**src/rtl/uart_tx_arbiter.sv**
```systemverilog
// Packet-level round-robin arbiter sharing one UART TX FIFO write port between byte producers.
// A grant is held for a whole packet (or MAX_PKT_LEN bytes) so packets never interleave.
module uart_tx_arbiter #(
  parameter int unsigned NUM_SRC     = 4,
  parameter int unsigned MAX_PKT_LEN = 16
) (
  input  logic                   clk_50m,
  input  logic                   reset,
  input  logic [NUM_SRC-1:0]     src_valid,
  input  logic [8*NUM_SRC-1:0]   src_data,
  input  logic [NUM_SRC-1:0]     src_last,
  output logic [NUM_SRC-1:0]     src_ready,
  input  logic                   fifo_full,
  output logic                   uart_tx_fifo_clk,
  output logic                   uart_tx_fifo_req,
  output logic [7:0]             uart_tx_fifo_data,
  output logic [2:0]             grant_id,
  output logic                   busy,
  output logic                   trunc_err
);

  typedef enum logic {StIdle, StXfer} state_t;

  state_t     state_q, state_d;
  logic [2:0] last_grant_q, last_grant_d;
  logic [2:0] grant_q, grant_d;
  logic [7:0] byte_cnt_q, byte_cnt_d;
  logic       req_q, req_d;
  logic [7:0] data_q, data_d;
  logic       trunc_q, trunc_d;

  logic       hi_found;
  logic [2:0] hi_idx, lo_idx, win_idx;
  logic       sel_valid, sel_last, accept, at_max;
  logic [7:0] sel_data, cnt_inc;

  // Rotating priority: lowest requester above last_grant, else wrap to lowest overall.
  always_comb begin
    hi_found = 1'b0;
    hi_idx   = '0;
    lo_idx   = '0;
    for (int i = int'(NUM_SRC) - 1; i >= 0; i--) begin
      if (src_valid[i]) begin
        lo_idx = 3'(i);
        if (3'(i) > last_grant_q) begin
          hi_found = 1'b1;
          hi_idx   = 3'(i);
        end
      end
    end
    win_idx = hi_found ? hi_idx : lo_idx;
  end

  always_comb begin
    sel_valid = 1'b0;
    sel_last  = 1'b0;
    sel_data  = '0;
    src_ready = '0;
    for (int i = 0; i < int'(NUM_SRC); i++) begin
      if (grant_q == 3'(i)) begin
        sel_valid    = src_valid[i];
        sel_last     = src_last[i];
        sel_data     = src_data[8*i +: 8];
        src_ready[i] = (state_q == StXfer) && !fifo_full;
      end
    end
  end

  assign accept  = (state_q == StXfer) && sel_valid && !fifo_full;
  assign cnt_inc = byte_cnt_q + 8'd1;
  assign at_max  = (cnt_inc == 8'(MAX_PKT_LEN));

  always_comb begin
    state_d      = state_q;
    last_grant_d = last_grant_q;
    grant_d      = grant_q;
    byte_cnt_d   = byte_cnt_q;
    req_d        = 1'b0;
    data_d       = data_q;
    trunc_d      = 1'b0;
    case (state_q)
      StIdle: begin
        if (|src_valid) begin
          grant_d    = win_idx;
          byte_cnt_d = '0;
          state_d    = StXfer;
        end
      end
      StXfer: begin
        if (accept) begin
          req_d      = 1'b1;
          data_d     = sel_data;
          byte_cnt_d = cnt_inc;
          if (sel_last) begin
            state_d      = StIdle;
            last_grant_d = grant_q;
          end else if (at_max) begin
            trunc_d      = 1'b1;
            state_d      = StIdle;
            last_grant_d = grant_q;
          end
        end
      end
      default: state_d = StIdle;
    endcase
  end

  always_ff @(posedge clk_50m) begin
    if (reset) begin
      state_q      <= StIdle;
      last_grant_q <= 3'(NUM_SRC - 1);
      grant_q      <= '0;
      byte_cnt_q   <= '0;
      req_q        <= 1'b0;
      data_q       <= '0;
      trunc_q      <= 1'b0;
    end else begin
      state_q      <= state_d;
      last_grant_q <= last_grant_d;
      grant_q      <= grant_d;
      byte_cnt_q   <= byte_cnt_d;
      req_q        <= req_d;
      data_q       <= data_d;
      trunc_q      <= trunc_d;
    end
  end

  assign uart_tx_fifo_clk  = clk_50m;
  assign uart_tx_fifo_req  = req_q;
  assign uart_tx_fifo_data = data_q;
  assign grant_id          = grant_q;
  assign busy              = (state_q == StXfer);
  assign trunc_err         = trunc_q;

endmodule

```
**config.mk**
```make
export PLATFORM = sky130hd
export DESIGN_NAME = uart_tx_arbiter
export DESIGN_NICKNAME = d
export VERILOG_FILES = /design/src/rtl/uart_tx_arbiter.sv
export SDC_FILE = /design/constraint.sdc
export NUM_CORES = 1
export LEC_CHECK = 0
export CAP_MARGIN = 20
export CORE_MARGIN = 5
export CORE_UTILIZATION = 42
export DETAILED_ROUTE_END_ITERATION = 10
export PLACE_DENSITY = 0.84
export SLEW_MARGIN = 20
export SYNTH_ARGS = -nofsm -noshare
export SYNTH_HDL_FRONTEND = slang
export SYNTH_SLANG_ARGS = --single-unit
```
**constraint.sdc**
```tcl
create_clock -name clk_50m -period 1.9 [get_ports clk_50m]
set_input_delay 0.19 -clock clk_50m [delete_from_list [all_inputs] [get_ports clk_50m]]
set_output_delay 0.19 -clock clk_50m [all_outputs]
set_load 0.02 [all_outputs]
```
==> flow_metrics.env, run 1 <==
export IMPL_outcome="complete, no violations"
export IMPL_worst_path_buf_inv=1
export IMPL_cpPeakStageDelay_ns=0.44
export IMPL_routed_wirelength_um=3830
export IMPL_hold_path_class="reg -> reg"
export IMPL_avgViaCountPerCell=5.17
export IMPL_wl_met3_um=160
export IMPL_synth_adder_area_share=0.0176
export IMPL_hpwl_um=3130
export IMPL_synth_simple_gate_area_share=0.235
export IMPL_avgSynthCellArea_um2=8.87
export IMPL_cts_hold_buf=0
export IMPL_grt_use_total=0.175
export IMPL_cp_top_family="simple AND/OR/NAND/NOR gates"
export IMPL_max_freq_mhz=549
export IMPL_postRouteAntennaNets=0
export IMPL_seq_area_frac_synth=0.325
export IMPL_p_leak_nw=0.830
export IMPL_min_period_ns=1.82
export IMPL_layout_cells_most_common="clkdlybuf4s50_1"
export IMPL_finalNetCount=282
export IMPL_synth_top_family_by_area="simple AND/OR/NAND/NOR gates"
export IMPL_min_path_cells=2
export IMPL_antenna_found_initial=0
export IMPL_slowest_stage="or3b_4"
export IMPL_start_kind="flip-flop"
export IMPL_num_vias=1457
export IMPL_cts_setup_buffers=0
export IMPL_die_x_um=68.1
export IMPL_drt_iter0_markers=75
export IMPL_dieHeight_um=68.1
export IMPL_p_per_area_nw_per_um2=559
export IMPL_port_buffers=60
export IMPL_arrival_ns=1.63
export IMPL_avgRoutedWirePerCell_um=13.6
export IMPL_synth_seq_cells=23
export IMPL_async_flop_share=0
export IMPL_power_mw=1.24
export IMPL_wl_met2_um=1950
export IMPL_path_cells="or3b_4 -> nor2_1 -> clkdlybuf4s15_2"
export IMPL_die_area_um2=4640
export IMPL_synth_cell_type_count=43
export IMPL_clkLatencyLatePin_ns=0.42
export IMPL_grt_max_degree=18
export IMPL_rsz0062_at_grt="false"
export IMPL_utilization=0.669
export IMPL_gp_congestion=0.861
export IMPL_slew_violations=0
export IMPL_design_area_um2=2220
export IMPL_worst_path_stages=3
export IMPL_drc=0
export IMPL_worst_path_max_fanout=5
export IMPL_vdd_ir_drop_max_mv=0.257
export IMPL_grt_first_pass_wirelength_um=6150
export IMPL_syn_num_nets=205
export IMPL_io_pins=62
export IMPL_ys_flop_type="dfxtp_1"
export IMPL_area_delta_synth_final_pct=56.2
export IMPL_wirelength_met1_um=1640
export IMPL_routed_top_layer="met4"
export IMPL_synth_xor_area_frac=0.00617
export IMPL_fin_worst_skew_ns=0.00948
export IMPL_synth_compound_area_frac=0.202
export IMPL_crit_required_ns=1.71
export IMPL_clkTransAtPathRegs_ns=0.13
export IMPL_final_cell_mix="clkdlybuf4s50_1, dfxtp_1, a21oi_1"
export IMPL_synth_edf_count=0
export IMPL_dr_pass1_iters=4
export IMPL_crit_type="reg -> out"
export IMPL_synthMuxAreaShare=0.166
export IMPL_coreArea_um2=3310
export IMPL_crit_path_end_kind="output port"
export IMPL_drive_gt1_frac=0.208
export IMPL_n_antenna_cell=0
export IMPL_placementRows=21
export IMPL_syn_inst=160
export IMPL_setup_viol=0
export IMPL_grt_pass1_vias=1474
export IMPL_placed_area_um2=2170
export IMPL_syn_area_um2=1420
export IMPL_overflow=0
export IMPL_max_cap_viol_count=0
export IMPL_cts_resized=9
export IMPL_finalHoldViolCount=0
export IMPL_tritoncts="done"
export IMPL_yosys_warnings=0
export IMPL_fillerInstances=286
export IMPL_period_share=0.959
export IMPL_initial_core_util=0.429
export IMPL_reg2reg_depth=6
-- logic make-up (layout without fill, tap and decap cells) --
group | Yosys count | after routing
adder cells (fa/ha/maj) | 2 | 2
other | 1 | 1
multiplexers | 12 | 12
flip-flops | 23 | 23
buffers and inverters | 14 | 90
XOR/XNOR | 1 | 1
AND/OR/NAND/NOR | 66 | 66
AO/OA/AOI/OAI | 41 | 41
-- stage by stage --
step                setup TNS, ns  worst slack [ns]  std cells  hold slack [ns]
finish                          0            0.0785        282            0.459
global route                    0            0.0114        282            0.475
CTS                             0            0.0125        282            0.458
detailed placement         -0.261           -0.0796        275            0.446
global placement          -0.0154          -0.00792        275            0.438
floorplan                       0            0.0141        160            0.269
-- synthesized netlist by cell type, types with 2 or more instances --
library cell	instances	area [µm²]
a211oi_1	4	30.0
a21oi_1	20	100
a31oi_1	3	18.8
and2_1	3	18.8
and3_1	3	18.8
and3b_1	2	17.5
buf_2	4	20.0
buf_4	2	15.0
clkbuf_1	4	15.0
dfxtp_1	23	460
ha_1	2	25.0
inv_1	4	15.0
mux2_2	2	22.5
mux4_2	9	203
nand2_1	18	67.6
nand2b_1	3	18.8
nand3_1	4	20.0
nand3b_1	2	15.0
nor2_1	17	63.8
nor3_1	4	20.0
o21ai_0	4	20.0
or2_2	2	12.5
-- cell type report --
type	count	area (µm²)	area share
repair buffers	78	728	0.329
clock buffers	8	57.6	0.0260
well taps	46	57.6	0.0260
inverters	4	15.0	0.00678
multi-input cells	123	895	0.404
flip-flops and latches	23	463	0.209
-- path summary, 6_finish.rpt --
check / end / slack [ns] / startpoint
hold reg to reg: uart_tx_fifo_data[0] / 0.46 / uart_tx_fifo_data[0]
hold / removal: uart_tx_fifo_data[0] / 0.46 / uart_tx_fifo_data[0]
setup / recovery: src_ready[0] / 0.08 / grant_id[1]
setup reg to reg: last_grant_q[0] / 0.11 / byte_cnt_q[0]
-- power breakdown --
group | total, mW | internal (mW) | switching, mW
clock network | 0.368 | 0.172 | 0.197
registers | 0.518 | 0.502 | 0.0164
logic | 0.352 | 0.210 | 0.142
-- worst register-to-register path: stages (launching register included) --
cell,delay [ns]
dfxtp_1,0.39
ha_1,0.28
and3_1,0.22
o22a_1,0.22
o2111ai_2,0.12
nand2_1,0.11
a221o_1,0.35
-- routing by layer --
layer / up-vias / track usage
met4: 0 / 0.0769
met5: - / 0
met2: 41 / 0.324
met3: 5 / 0.0378
met1: 674 / 0.189
li1: 737 / -
-- sequential cells by signal (all words and copies together), names as in the netlist --
name,cells
busy,1
byte_cnt_q,8
grant_id,2
last_grant_q,2
trunc_err,1
uart_tx_fifo_data,8
uart_tx_fifo_req,1
No activity file was read; power rests on OpenSTA's default activity.
==> run 2, diff against run 1 <==
CAP_MARGIN = 0   (was 20)
==> results of run 2 <==
No change in the layout: final DEF, timing and power equal those of run 1.
==> run 3, diff against run 2 <==
CTS_BUF_LIST = sky130_fd_sc_hd__clkbuf_16   (was default)
==> flow_metrics.env, run 3 (synthesis gave the netlist of run 1 again) <==
export IMPL_finalNetCount=282
export IMPL_rsz0062_at_grt="false"
export IMPL_hold_start="uart_tx_fifo_data[0]"
export IMPL_num_vias=1485
export IMPL_dr_pass1_iters=4
export IMPL_initial_core_util=0.429
export IMPL_crit_required_ns=1.71
export IMPL_worst_path_max_fanout=5
export IMPL_switching_share=0.239
export IMPL_rrSetupSlack_ns=0.10
export IMPL_p_seq_frac=0.308
export IMPL_postRouteAntennaNets=0
export IMPL_clockPowerShare=0.483
export IMPL_clkTransAtPathRegs_ns=0.06
export IMPL_dieHeight_um=68.1
export IMPL_crit_start="grant_id[1]"
export IMPL_period_share=0.967
export IMPL_drive_gt1_frac=0.195
export IMPL_gp_congestion=0.861
export IMPL_overflow=0
export IMPL_arrival_ns=1.65
export IMPL_hold_path_end="uart_tx_fifo_data[0]"
export IMPL_finalHoldViolCount=0
export IMPL_reg2reg_to="last_grant_q[0]"
export IMPL_power_internal_mw=1.28
export IMPL_reg2reg_depth=6
export IMPL_fin_worst_skew_ns=0.00317
export IMPL_drc=0
export IMPL_grt_max_degree=18
export IMPL_place_ws_ns=-0.0796
export IMPL_start_kind="flip-flop"
export IMPL_vdd_ir_drop_max_mv=0.322
export IMPL_setup_viol=0
export IMPL_drt_iter0_markers=70
export IMPL_antenna_found_initial=0
export IMPL_grt_first_pass_wirelength_um=6310
export IMPL_tritoncts="done"
export IMPL_utilization=0.701
export IMPL_final_cell_mix="clkdlybuf4s50_1, dfxtp_1, a21oi_1"
export IMPL_power_frac_comb=0.209
export IMPL_n_antenna_cell=0
export IMPL_outcome="complete, no violations"
export IMPL_placementRows=21
export IMPL_min_period_ns=1.84
export IMPL_hold_path_class="reg -> reg"
export IMPL_p_per_area_nw_per_um2=725
export IMPL_p_leak_nw=0.890
export IMPL_cts_hold_buf=0
export IMPL_port_buffers=60
export IMPL_die_area_um2=4640
export IMPL_avgRoutedWirePerCell_um=14.2
export IMPL_max_cap_viol_count=0
export IMPL_worstReg2RegStart="byte_cnt_q[0]"
export IMPL_avgViaCountPerCell=5.27
export IMPL_slew_violations=0
export IMPL_crit_type="reg -> out"
export IMPL_grt_use_total=0.184
export IMPL_io_pins=62
export IMPL_layout_cells_most_common="clkdlybuf4s50_1"
export IMPL_grt_pass1_vias=1488
export IMPL_max_freq_mhz=544
export IMPL_hpwl_um=3130
export IMPL_clkLatencyLatePin_ns=0.37
export IMPL_crit_path_end_kind="output port"
export IMPL_die_x_um=68.1
export IMPL_min_path_cells=2
export IMPL_hold_slack_ns=0.449
export IMPL_routed_wirelength_um=4000
export IMPL_area_delta_synth_final_pct=63.5
export IMPL_fin_ws_ns=0.0631
export IMPL_coreArea_um2=3310
export IMPL_p_sw_uw=401
-- run 3: area by class of cell --
class / instances / area (µm²)
fill: 272 / 991
sequential: 23 / 462
timing repair buffer: 78 / 728
tap: 46 / 57.6
clock inverter: 1 / 3.75
inverter: 4 / 15.0
multi-input combinational: 123 / 895
clock buffer: 7 / 159
-- run 3: worst max-delay path, cell delays in order, from the launching register on --
cell and delay, ns:
dfxtp_1 0.35, or3b_4 0.45, nor2_1 0.12, dlygate4sd2_1 0.35
-- run 3: repair_timing --
item | CTS | global route
endpoints found under the setup margin | 5 | 0
buffers inserted | 0 | 0
gates resized for setup | 7 | 0
-- run 3: power by group through the flow --
stage / Combinational [mW] / Clock, mW / Sequential, mW
floorplan: 0.157 / 0.0615 / 0.542
global placement: 0.349 / 0.0707 / 0.528
detailed placement: 0.356 / 0.0707 / 0.528
CTS: 0.354 / 0.833 / 0.518
global route: 0.377 / 0.857 / 0.520
finish: 0.351 / 0.813 / 0.518
-- run 3: how the worst max path moves through the flow --
stage | end | slack [ns] | cells after the start
2_1_floorplan | last_grant_q[0] | 0.01 | 6
3_3_place_gp | src_ready[0] | -0.008 | 4
3_5_place_dp | src_ready[2] | -0.08 | 4
4_1_cts | src_ready[0] | 0.05 | 3
5_1_grt | src_ready[0] | 0.02 | 3
6_report | src_ready[0] | 0.06 | 3
-- run 3: layer usage --
metal,global-route usage,wire length (µm),share of wire
met4,0.107,104,0.026
met2,0.333,2070,0.52
met1,0.192,1630,0.41
met5,0,0,0
met3,0.0427,193,0.048
-- run 3: per-stage QoR --
step / TNS (ns) / instance area (µm²) / instances / total power [mW]
after floorplan: 0 / 1420 / 160 / 0.761
after detailed placement: -0.261 / 2170 / 275 / 0.954
after CTS: 0 / 2320 / 282 / 1.70
final: 0 / 2320 / 282 / 1.68
after global routing: 0 / 2320 / 282 / 1.75
after global placement: -0.0154 / 2170 / 275 / 0.947
